File: src/rtl/display_bcd_scheduler.sv
// Two-channel arbiter feeding a 3-digit BCD display through a sequential double-dabble converter.
// Optional leading-zero blanking is enabled by defining LEADING_ZERO_BLANK_EN.
module display_bcd_scheduler #(
  parameter logic [23:0] HOLD_CYCLES = 24'd12_000_000,
  parameter logic [3:0]  BLANK_CODE  = 4'hF
) (
  input  logic       clk,
  input  logic       rst_n,
  input  logic [1:0] req,
  input  logic [9:0] value0,
  input  logic [9:0] value1,
  output logic [1:0] gnt,
  output logic       busy,
  output logic       done,
  output logic       ovf,
  output logic [3:0] units,
  output logic [3:0] tens,
  output logic [3:0] hundreds,
  output logic [1:0] dbg_state
);

`ifdef LEADING_ZERO_BLANK_EN
  localparam bit BLANK_EN = 1'b1;
`else
  localparam bit BLANK_EN = 1'b0;
`endif

  // Handshake: req[n] is a level; a request is taken on the rising edge where
  // it is seen in IDLE (or HOLD for channel 1), and gnt[n] is high for exactly
  // the following cycle. done pulses for the cycle after the digits change.

  typedef enum logic [1:0] {
    IDLE    = 2'd0,
    CONVERT = 2'd1,
    COMMIT  = 2'd2,
    HOLD    = 2'd3
  } state_t;

  state_t      state;
  state_t      next_state;
  logic        accept0;
  logic        accept1;
  logic [9:0]  cap_raw;
  logic        cap_ovf;
  logic [9:0]  cap_val;
  logic [21:0] sr;
  logic [3:0]  iter;
  logic        ch;
  logic        ovf_pend;
  logic [23:0] hold_cnt;
  logic [3:0]  raw_h;
  logic [3:0]  raw_t;
  logic [3:0]  raw_u;
  logic [3:0]  disp_h;
  logic [3:0]  disp_t;

  function automatic logic [21:0] dabble_step(input logic [21:0] s);
    logic [21:0] t;
    t = s;
    for (int i = 0; i < 3; i++) begin
      if (t[10 + 4*i +: 4] >= 4'd5) t[10 + 4*i +: 4] = t[10 + 4*i +: 4] + 4'd3;
    end
    return {t[20:0], 1'b0};
  endfunction

  always_comb begin
    next_state = state;
    accept0    = 1'b0;
    accept1    = 1'b0;
    case (state)
      IDLE: begin
        if (req[1]) begin
          accept1    = 1'b1;
          next_state = CONVERT;
        end else if (req[0]) begin
          accept0    = 1'b1;
          next_state = CONVERT;
        end
      end
      CONVERT: if (iter == 4'd9) next_state = COMMIT;
      COMMIT: next_state = (ch && (HOLD_CYCLES != 24'd0)) ? HOLD : IDLE;
      HOLD: begin
        // Channel 0 stays pending here; only an alert may preempt the hold.
        if (req[1]) begin
          accept1    = 1'b1;
          next_state = CONVERT;
        end else if (hold_cnt == 24'd0) begin
          next_state = IDLE;
        end
      end
      default: next_state = IDLE;
    endcase
  end

  always_comb begin
    cap_raw = accept1 ? value1 : value0;
    cap_ovf = (cap_raw > 10'd999);
    cap_val = cap_ovf ? 10'd999 : cap_raw;
  end

  assign raw_h  = sr[21:18];
  assign raw_t  = sr[17:14];
  assign raw_u  = sr[13:10];
  assign disp_h = (BLANK_EN && raw_h == 4'd0) ? BLANK_CODE : raw_h;
  assign disp_t = (BLANK_EN && raw_h == 4'd0 && raw_t == 4'd0) ? BLANK_CODE : raw_t;

  assign busy      = (state == CONVERT) || (state == COMMIT);
  assign dbg_state = state;

  always_ff @(posedge clk or negedge rst_n) begin
    if (!rst_n) state <= IDLE;
    else        state <= next_state;
  end

  always_ff @(posedge clk or negedge rst_n) begin
    if (!rst_n) begin
      sr       <= '0;
      iter     <= '0;
      ch       <= 1'b0;
      ovf_pend <= 1'b0;
      gnt      <= 2'b00;
      done     <= 1'b0;
      ovf      <= 1'b0;
      units    <= 4'd0;
      tens     <= 4'd0;
      hundreds <= 4'd0;
    end else begin
      gnt  <= {accept1, accept0};
      done <= (state == COMMIT);
      if (accept0 || accept1) begin
        sr       <= {12'd0, cap_val};
        iter     <= 4'd0;
        ch       <= accept1;
        ovf_pend <= cap_ovf;
      end else if (state == CONVERT) begin
        sr   <= dabble_step(sr);
        iter <= iter + 4'd1;
      end
      // All three digits and OVF change on one edge so the display never tears.
      if (state == COMMIT) begin
        hundreds <= disp_h;
        tens     <= disp_t;
        units    <= raw_u;
        ovf      <= ovf_pend;
      end
    end
  end

  always_ff @(posedge clk or negedge rst_n) begin
    if (!rst_n) begin
      hold_cnt <= 24'd0;
    end else if (state == COMMIT && next_state == HOLD) begin
      hold_cnt <= HOLD_CYCLES - 24'd1;
    end else if (state == HOLD && hold_cnt != 24'd0) begin
      hold_cnt <= hold_cnt - 24'd1;
    end
  end

endmodule

File: config.mk
export PLATFORM = sky130hd
export DESIGN_NAME = display_bcd_scheduler
export DESIGN_NICKNAME = d
export VERILOG_FILES = /design/src/rtl/display_bcd_scheduler.sv
export SDC_FILE = /design/constraint.sdc
export NUM_CORES = 1
export LEC_CHECK = 0
export CAP_MARGIN = 15
export CORE_MARGIN = 2
export CORE_UTILIZATION = 50
export CTS_CLUSTER_DIAMETER = 30
export CTS_CLUSTER_SIZE = 14
export DETAILED_ROUTE_END_ITERATION = 7
export PLACE_DENSITY = 0.72
export REMOVE_ABC_BUFFERS = 1
export SETUP_SLACK_MARGIN = 0.5
export SYNTH_ARGS = -nofsm -noshare
export SYNTH_HDL_FRONTEND = slang
export SYNTH_SLANG_ARGS = --single-unit
File: constraint.sdc
create_clock -name clk -period 2.5 [get_ports clk]
set_clock_uncertainty 0.15 [all_clocks]
set_input_delay 0.375 -clock clk [delete_from_list [all_inputs] [get_ports clk]]
set_output_delay 0.375 -clock clk [all_outputs]
set_load 0.01 [all_outputs]
==> out/results.ini, run 1 <==
[clock_tree]
cts_buffers = 9
cts_root_buf = clkbuf_8
clkTransAtPathRegs_ns = 0.08
clock-sinks = 70
clock_latency_ns = 0.35
htreeDepth = 3
cts.path.max_buffers = 2
cts_tree = yes

[detailed_routing]
drc = 0
via_count = 3223
drt_iter0_drc = 225
wirelength_microns = 9167
vias_per_cell = 5.704
ant_nets = 0
drt_pass1_iterations = 4
routedWlPerCell_microns = 16.22

[logic_synthesis]
avgSynthCellArea_sq_um = 10.27
syn_area_sq_mm = 0.003881
synth-compound-area-share = 0.1473
synth_seq_area_share = 0.4513
synth_most_common_cell = dfrtp_1
ys_seq_elements = 70
netlist_top_cells_area = dfrtp_1, mux2_2, ha_1, mux2i_1, nand2_1
synth_cells = 378
yosysUniqueCellTypes = 59
yosys.area_share.simple = 0.1937
synthAdderAreaFrac = 0.04191
synth_top_family_by_area = simple AND/OR/NAND/NOR gates
synth_commonest_cells = dfrtp_1, nand2_1, nor2_1, o21ai_0, a21oi_1
synth_largest_area_cell = dfrtp_1
synth_edf_count = 0
synth.top_cell.area_share = 0.4513
synth-main-ff-cell = dfrtp_1
synthMuxAreaShare = 0.08221
async_flop_share = 1.000
yosys_warnings = 0
synth_xor_area_frac = 0.05190

[floorplanning]
rows = 32
die_area_sq_mm = 0.008483
initial_core_util = 0.5102
ios = 43
core_area_sq_mm = 0.007607
die_width_microns = 92.11
die_y_microns = 92.11

[power_and_ir_drop]
comb_power_share = 0.379
p_int_mw = 2.485
p_switching_mw = 1.349
leakage_nw = 2.141
irDropWorstVdd_uv = 608.4
power_density_mw_per_mm2 = 736.0
switching_share = 0.3519
power_frac_clock = 0.214
power_frac_seq = 0.407

[critical_path]
crit_family = compound AO/OA/AOI/OAI gates
required_ns = 2.62
path_cells = buf_4 -> ha_2 -> a22oi_2 -> buf_4 -> o22ai_2 -> o21ai_4 -> o211a_4 -> a21boi_1
worst-path-max-fanout = 6
slowest_stage = dfrtp_2
critPathBufInv = 2
cpPeakStageDelay_ns = 0.47
crit_type = reg2reg
cp-start-kind = register
cp_data_arrival_time_ns = 2.34
critPathMostFrequentCell = buf_4
critPathCaptureType = register

[placed_design]
dpl.hpwl_microns = 5340
port_buffers = 42
dp_cells = 525
gp_congestion = 0.8126
post_dp_cell_area_sq_mm = 0.004509
pre_cts_ws_ns = -0.0006573

[sta]
fin_crit_ns = 2.221
fin_crit_sh = 0.8882
timing.slew.headroom = 0.7134
whs_ns = 0.3609
finalHoldViolCount = 0
worst_slew_pin_slew_ns = 0.4299
setup_viol = 0
rsz0062_at_grt = yes
post-route-worst-setup-slack_ns = 0.2795
slew_viol_final = 0
fmax_ghz = 0.4503

[layout]
areaGrowthSynthToFinish_pct = 34.24
drive_gt1_frac = 0.2808
nets = 496
fin_util = 0.6849
n_antenna_cell = 0
fill_cells = 561
fin_area_sq_mm = 0.005210
instances_no_fill = 565

[global_route]
gr-total-overflow = 0
grt_pass1_wl_microns = 14320
grt_max_degree = 71
grt_antenna_before_repair = 0
grtUsageTotal = 0.2087
grt_pass1_vias = 3102

[job]
cap_violations = 0

[outcome]
outcome = complete, no violations

[worst_hold_path]
hp-class = reg2reg

-- sequential cells by signal, summed over array words and instances, names as in the netlist, 2 cells and up --
signal / cells
dbg_state: 2
gnt: 2
hold_cnt: 24
hundreds: 4
iter: 4
sr: 22
tens: 4
units: 4
-- layout make-up --
| type | count | area [sq um] | area share |
|---|---|---|---|
| multi-input cells | 281 | 2338 | 0.4488 |
| flip-flops and latches | 70 | 1755 | 0.3369 |
| repair buffers | 83 | 759.5 | 0.1458 |
| clock buffers | 10 | 137.6 | 0.02642 |
| well taps | 102 | 127.6 | 0.02450 |
| inverters | 14 | 55.05 | 0.01057 |
| clock inverters | 5 | 36.28 | 0.006964 |
-- power groups by stage --
| stage | Combinational, mW | Clock, mW | Sequential, mW |
|---|---|---|---|
| finish | 1.45 | 0.821 | 1.56 |
| global route | 1.60 | 0.883 | 1.59 |
| CTS | 1.39 | 0.840 | 1.55 |
| detailed placement | 1.28 | 0 | 1.58 |
| global placement | 1.25 | 0 | 1.57 |
| floorplan | 0.801 | 0 | 1.57 |
-- per-stage QoR --
stage / total power [mW] / setup TNS [ns]
floorplan: 2.366 / -5.609
global placement: 2.812 / 0
detailed placement: 2.856 / -0.0006573
CTS: 3.786 / 0
global route: 4.076 / 0
finish: 3.835 / 0
-- worst paths after layout --
kind | startpoint | endpoint | slack (ns) | cells after the start
min in group asynchronous | rst_n | hold_cnt[17] | 0.42 | 3
hold / removal | tens[1] | tens[1] | 0.36 | 1
hold reg to reg | tens[1] | tens[1] | 0.36 | 1
max in group asynchronous | rst_n | dbg_state[0] | 1.46 | 3
setup reg to reg | dbg_state[0] | hold_cnt[14] | 0.28 | 8
setup / recovery | dbg_state[0] | hold_cnt[14] | 0.28 | 8
-- kinds of logic after synthesis --
group           after synthesis
simple gates                132
compound gates               80
flops                        70
buf+inv                      30
mux                          30
xor+xnor                     23
fa+ha+maj                    13
-- what timing repair did --
item / 4_1_cts / 5_1_grt
gates resized for setup: 39 / 33
buffers inserted: 12 / 9
hold buffers: 1 / 0
endpoints found under the setup margin: 32 / 37
cloned: 2 / 1
endpoints found under the hold margin: 70 / 0
pin swaps: 18 / 12
-- routing by layer --
layer / routed length (microns) / GRT usage / vias to the layer above / share of wire
li1: - / - / 1536 / -
met1: 4098 / 0.2738 / 1592 / 0.45
met2: 4529 / 0.3493 / 76 / 0.49
met3: 382 / 0.04273 / 19 / 0.042
met4: 157 / 0.06343 / 0 / 0.017
met5: 0 / 0 / - / 0
-- layout by cell type, fill, tap and decap left out, types with 7 or more instances in the layout --
cell type / instances
nor2_1: 27
mux2i_1: 15
xnor2_1: 12
ha_1: 9
clkdlybuf4s50_1: 37
o21ai_0: 16
mux2_2: 15
a21oi_1: 17
o211ai_1: 10
xor2_1: 11
inv_1: 11
nand3_1: 7
nand2_1: 26
nand2b_1: 9
clkbuf_8: 10
buf_4: 35
dfrtp_1: 67
(Power assumes the default switching activity.)
==> run 2, diff against run 1 <==
clock period = 2.55 ns   (was 2.5 ns; I/O delays follow)
==> run 2 against run 1 <==
  * Register-to-register slack better by 0.10 ns
  * Clock power rose by 32%
  * Count of clock-buffer cells in the layout is 2 higher
  * Setup slack gained 0.10 ns
  * Sequential power about the same
  * Die area is the same
  * Final area about the same
  * Wire length decreased by 1.9%
  * Utilization barely moved
  * Non-clock buffer count decreased by 4
==> out/results.ini, run 2 (synthesis gave the netlist of run 1 again) <==
[floorplanning]
rows = 32  ; unchanged
initial_core_util = 0.5102  ; unchanged
die_area_sq_mm = 0.008483  ; unchanged
ios = 43  ; unchanged
die_y_microns = 92.11  ; unchanged
core_area_sq_mm = 0.007607  ; unchanged
die_width_microns = 92.11  ; unchanged

[clock_tree]
cts_buffers = 9  ; unchanged
cts_tree = yes  ; unchanged
cts_root_buf = clkbuf_8  ; unchanged
clock_latency_ns = 0.36  ; was 0.35 ns
cts.path.max_buffers = 2  ; unchanged
clock-sinks = 70  ; unchanged
htreeDepth = 3  ; unchanged
clkTransAtPathRegs_ns = 0.07  ; was 0.08 ns

[power_and_ir_drop]
power_mw = 4.031  ; was 3.835 mW
comb_power_share = 0.354  ; was 0.379
leakage_nw = 2.110  ; was 2.141 nW
switching_share = 0.3269  ; was 0.3519
p_int_mw = 2.713  ; was 2.485 mW
power_frac_seq = 0.379  ; was 0.407
power_density_mw_per_mm2 = 773.8  ; was 736.0 mW/mm^2
p_switching_mw = 1.317  ; was 1.349 mW
power_frac_clock = 0.267  ; was 0.214
irDropWorstVdd_uv = 648.7  ; was 608.4 uV

[sta]
fmax_ghz = 0.4614  ; was 0.4503 GHz
setup-tns-final_ns = 0  ; unchanged
fin_crit_sh = 0.8500  ; was 0.8882
post-route-worst-setup-slack_ns = 0.3826  ; was 0.2795 ns
finalHoldViolCount = 0  ; unchanged
worst_slew_pin_slew_ns = 0.5467  ; was 0.4299 ns
slew_viol_final = 0  ; unchanged
timing.slew.headroom = 0.6355  ; was 0.7134
fin_crit_ns = 2.167  ; was 2.221 ns
setup_viol = 0  ; unchanged
rsz0062_at_grt = yes  ; unchanged

[detailed_routing]
routedWlPerCell_microns = 16.01  ; was 16.22 microns
drc = 0  ; unchanged
wirelength_microns = 8995  ; was 9167 microns
via_count = 3171  ; was 3223
drt_pass1_iterations = 4  ; unchanged
drt_iter0_drc = 109  ; was 225
vias_per_cell = 5.642  ; was 5.704
ant_nets = 0  ; unchanged

[placed_design]
pre_cts_ws_ns = 0.04383  ; was -0.0006573 ns
dp_cells = 526  ; was 525
port_buffers = 42  ; unchanged
dpl.hpwl_microns = 5613  ; was 5340 microns
gp_congestion = 0.8400  ; was 0.8126

[critical_path]
crit_family = compound AO/OA/AOI/OAI gates  ; unchanged
path_cells = buf_6 -> ha_2 -> a22oi_2 -> o22ai_2 -> o21ai_2 -> buf_6 -> o211a_4 -> nand3b_1  ; was buf_4 -> ha_2 -> a22oi_2 -> buf_4 -> o22ai_2 -> o21ai_4 -> o211a_4 -> a21boi_1
cpPeakStageDelay_ns = 0.46  ; was 0.47 ns
cp_data_arrival_time_ns = 2.25  ; was 2.34 ns
required_ns = 2.63  ; was 2.62 ns
slowest_stage = dfrtp_2  ; unchanged
crit_type = reg2reg  ; unchanged
worst-path-max-fanout = 6  ; unchanged
cp-start-kind = register  ; unchanged
critPathCaptureType = register  ; unchanged
critPathMostFrequentCell = buf_6  ; was buf_4
critPathBufInv = 2  ; unchanged
r2r_cells = 8  ; unchanged
crit_cells = 8  ; unchanged

[layout]
reg.largest.list = hold_cnt (24), sr (22)  ; unchanged
layout_common_cells = dfrtp_1, clkdlybuf4s50_1, buf_4, nor2_1, nand2_1  ; unchanged
n_antenna_cell = 0  ; unchanged
top_register = hold_cnt  ; unchanged
areaGrowthSynthToFinish_pct = 34.20  ; was 34.24%
instances_no_fill = 562  ; was 565
nets = 492  ; was 496
layout_commonest_cell = dfrtp_1  ; unchanged
fill_cells = 561  ; unchanged
largest_reg_flops = 24  ; unchanged
drive_gt1_frac = 0.2848  ; was 0.2808

[global_route]
grt_pass1_vias = 3143  ; was 3102
grtUsageTotal = 0.2154  ; was 0.2087
gr-total-overflow = 0  ; unchanged
grt_max_degree = 38  ; was 71
grt_pass1_wl_microns = 14550  ; was 14320 microns
grt_antenna_before_repair = 0  ; unchanged

[outcome]
outcome = complete, no violations  ; unchanged

[job]
cap_violations = 0  ; unchanged

[worst_hold_path]
hp-class = reg2reg  ; unchanged
hold_depth = 1  ; unchanged

-- run 2: layout make-up --
class / instances / area [sq um] / share of cell area
Timing Repair Buffer: 79 / 738.2 / 0.1417
Clock inverter: 4 / 76.32 / 0.01465
Clock buffer: 12 / 165.2 / 0.03171
Tap cell: 102 / 127.6 / 0.02450
Multi-Input combinational cell: 281 / 2290 / 0.4396
Inverter: 14 / 57.56 / 0.01105
Sequential cell: 70 / 1754 / 0.3368
-- run 2: repair_timing --
| action | CTS | global route |
|---|---|---|
| hold buffers | 1 | 0 |
| gates resized for setup | 30 | 37 |
| cloned | 3 | 0 |
| pin swaps | 8 | 16 |
| endpoints found under the setup margin | 31 | 30 |
| hold endpoints to repair | 21 | 0 |
| setup buffers | 11 | 5 |
-- run 2: power by group through the flow --
stage	combinational [mW]	sequential, mW	clock [mW]
3_5_place_dp	1.26	1.55	0
5_1_grt	1.57	1.56	1.14
3_3_place_gp	1.23	1.53	0
4_1_cts	1.36	1.52	1.09
2_1_floorplan	0.785	1.54	0
6_report	1.43	1.53	1.08
-- run 2: metal layers --
metal | wire (microns) | up-vias | track usage | part of all wire
met3 | 382 | 12 | 0.05834 | 0.042
met2 | 4673 | 64 | 0.3860 | 0.52
met1 | 3817 | 1564 | 0.2552 | 0.42
met5 | 0 | - | 0 | 0
li1 | - | 1531 | - | -
met4 | 121 | 0 | 0.05597 | 0.013
-- run 2: path summary, 6_finish.rpt --
kind | from | end | slack, ns
min in group asynchronous | rst_n | tens[3] | 0.41
max in group asynchronous | rst_n | dbg_state[1] | 1.24
worst min register to register | hundreds[2] | hundreds[2] | 0.36
worst min-delay path | hundreds[2] | hundreds[2] | 0.36
worst max register to register | dbg_state[0] | hold_cnt[23] | 0.38
worst max-delay path | dbg_state[0] | hold_cnt[23] | 0.38
-- run 2: per-stage QoR --
step	cell area [sq um]	utilization	hold WS (ns)
after detailed placement	4517	0.5938	0.2584
after floorplan	3811	-	-0.06309
after global placement	4517	0.5938	0.2592
after CTS	5024	0.6604	0.3624
final	5209	0.6847	0.3578
after global routing	5209	0.6847	0.3688
==> run 3, diff against run 2 <==
clock period = 2.2 ns   (was 2.55 ns; I/O delays follow)
==> run 3 against run 2 <==
  * Combinational power is 18% higher
  * Critical path type unchanged
  * Final area is 2.1% higher
  * Clock power is 10% higher
  * Power is 15% higher
==> out/results.ini, run 3 (synthesis gave the netlist of run 1 again) <==
[clock_tree]
clkTransAtPathRegs_ns = 0.08  ; was 0.07 ns
cts_tree = yes  ; unchanged
cts.path.max_buffers = 2  ; unchanged
clock-sinks = 70  ; unchanged
clock_latency_ns = 0.36  ; about the same
cts_buffers = 9  ; unchanged
htreeDepth = 3  ; unchanged
cts_root_buf = clkbuf_8  ; unchanged

[power_and_ir_drop]
power_density_mw_per_mm2 = 872.5  ; was 773.8 mW/mm^2
irDropWorstVdd_uv = 625.7  ; was 648.7 uV
leakage_nw = 2.232  ; was 2.110 nW

[layout]
reg.largest.list = hold_cnt (24), sr (22)  ; unchanged
regArea_sq_mm = 0.001754  ; unchanged
layout_commonest_cell = dfrtp_1  ; unchanged
layout_common_cells = dfrtp_1, buf_4, nor2_1, nand2_1, clkdlybuf4s50_1  ; was dfrtp_1, clkdlybuf4s50_1, buf_4, nor2_1, nand2_1
multi_input_area_sq_mm = 0.002293  ; was 0.002290 sq mm
areaGrowthSynthToFinish_pct = 37.01  ; was 34.20%
nets = 506  ; was 492
drive_gt1_frac = 0.3038  ; was 0.2848
top_register = hold_cnt  ; unchanged
fin_area_sq_mm = 0.005318  ; was 0.005209 sq mm
n_antenna_cell = 0  ; unchanged
instances_no_fill = 576  ; was 562
largest_reg_flops = 24  ; unchanged
fin_util = 0.6990  ; was 0.6847
fill_cells = 542  ; was 561

[detailed_routing]
drt_iter0_drc = 148  ; was 109
wirelength_microns = 9304  ; was 8995 microns
via_count = 3268  ; was 3171
drc = 0  ; unchanged
vias_per_cell = 5.674  ; was 5.642
routedWlPerCell_microns = 16.15  ; was 16.01 microns
ant_nets = 0  ; unchanged
drt_pass1_iterations = 4  ; unchanged

[critical_path]
critPathCaptureType = register  ; unchanged
cp_data_arrival_time_ns = 2.28  ; was 2.25 ns
required_ns = 2.30  ; was 2.63 ns
cp-start-kind = register  ; unchanged
worstReg2RegStart = dbg_state[0]  ; unchanged
r2r_end = hold_cnt[10]  ; was hold_cnt[23]
rrSetupSlack_ns = 0.02  ; was 0.38 ns
crit_type = reg2reg  ; unchanged
r2r_cells = 7  ; was 8
worst-path-max-fanout = 6  ; unchanged

[floorplanning]
core_area_sq_mm = 0.007607  ; unchanged
die_area_sq_mm = 0.008483  ; unchanged
rows = 32  ; unchanged
ios = 43  ; unchanged
die_width_microns = 92.11  ; unchanged
die_y_microns = 92.11  ; unchanged
initial_core_util = 0.5102  ; unchanged

[global_route]
grt_max_degree = 37  ; was 38
gr-total-overflow = 0  ; unchanged
grtUsageTotal = 0.2250  ; was 0.2154
grt_antenna_before_repair = 0  ; unchanged
grt_pass1_wl_microns = 15220  ; was 14550 microns
grt_pass1_vias = 3172  ; was 3143

[sta]
slew_viol_final = 0  ; unchanged
fmax_ghz = 0.4585  ; was 0.4614 GHz
rsz0062_at_grt = yes  ; unchanged
timing.slew.headroom = 0.6301  ; was 0.6355
fin_crit_ns = 2.181  ; was 2.167 ns
finalHoldViolCount = 0  ; unchanged
worst_slew_pin_slew_ns = 0.5549  ; was 0.5467 ns
setup_viol = 0  ; unchanged
fin_crit_sh = 0.9913  ; was 0.8500
post-route-worst-setup-slack_ns = 0.01910  ; was 0.3826 ns

[placed_design]
gp_congestion = 0.8470  ; was 0.8400
post_dp_cell_area_sq_mm = 0.004669  ; was 0.004517 sq mm
pre_cts_ws_ns = -0.2427  ; was 0.04383 ns
port_buffers = 42  ; unchanged
dpl.hpwl_microns = 5816  ; was 5613 microns
dp_cells = 543  ; was 526

[job]
cap_violations = 0  ; unchanged

[outcome]
outcome = complete, no violations  ; unchanged

[worst_hold_path]
hp-class = in2async  ; was reg2reg

[run 3: changes by cell type in the layout (fill, tap and decap cells not counted), sizes merged, moves of 2 or more]
| cell | delta |
|---|---|
| buf | +15 |
| clkbuf | -3 |
| clkdlybuf4s15 | +2 |
| clkdlybuf4s50 | -18 |
| clkinv | +3 |
| dlygate4sd2 | +15 |
[run 3: layout make-up]
class | count | share of cell area
clock inverters | 7 | 0.01953
multi-input cells | 281 | 0.4313
inverters | 14 | 0.009882
flip-flops and latches | 70 | 0.3299
repair buffers | 93 | 0.1621
well taps | 102 | 0.02400
clock buffers | 9 | 0.02329
[run 3: how the worst max path moves through the flow]
| stage | to | from | cells after the start | slack [ns] |
|---|---|---|---|---|
| CTS | hold_cnt[19] | dbg_state[1] | 9 | 0.06 |
| global route | hold_cnt[10] | dbg_state[0] | 7 | -0.05 |
| global placement | hold_cnt[14] | req[1] | 6 | -0.18 |
| detailed placement | hold_cnt[14] | req[1] | 6 | -0.24 |
| floorplan | hold_cnt[15] | dbg_state[1] | 7 | -0.62 |
| finish | hold_cnt[10] | dbg_state[0] | 7 | 0.02 |
[run 3: metrics by stage]
| stage | setup TNS (ns) | power (mW) | hold slack [ns] |
|---|---|---|---|
| global route | -0.2215 | 4.928 | 0.3672 |
| finish | 0 | 4.640 | 0.3350 |
| global placement | -3.142 | 3.277 | 0.1935 |
| detailed placement | -4.462 | 3.316 | 0.1963 |
| CTS | 0 | 4.564 | 0.3449 |
| floorplan | -14.10 | 2.689 | -0.1156 |
[run 3: repair_timing]
action / CTS / global route
endpoints found under the hold margin: 19 / 0
pin swaps: 14 / 17
setup endpoints to repair: 73 / 61
cloned: 3 / 0
hold buffers: 1 / 0
buffers inserted: 8 / 5
resized for setup: 59 / 37
[run 3: where the power goes]
part	internal [mW]	switching, mW
Clock	0.651	0.539
Sequential	1.56	0.196
Combinational	0.836	0.856
Total	3.05	1.59
[run 3: metal layers]
layer,up-vias,wire (microns),GRT usage
li1,1552,-,-
met1,1628,3944,0.2907
met2,73,4782,0.3750
met3,15,423,0.04026
met4,0,153,0.09080
met5,-,0,0
[run 3: worst max-delay path: stages (launching register included)]
cell and delay (ns):
dfrtp_1 0.41, inv_2 0.12, ha_4 0.14, or3b_4 0.40
o221ai_2 0.22, o2111ai_4 0.24, o211a_4 0.23, and2_1 0.16
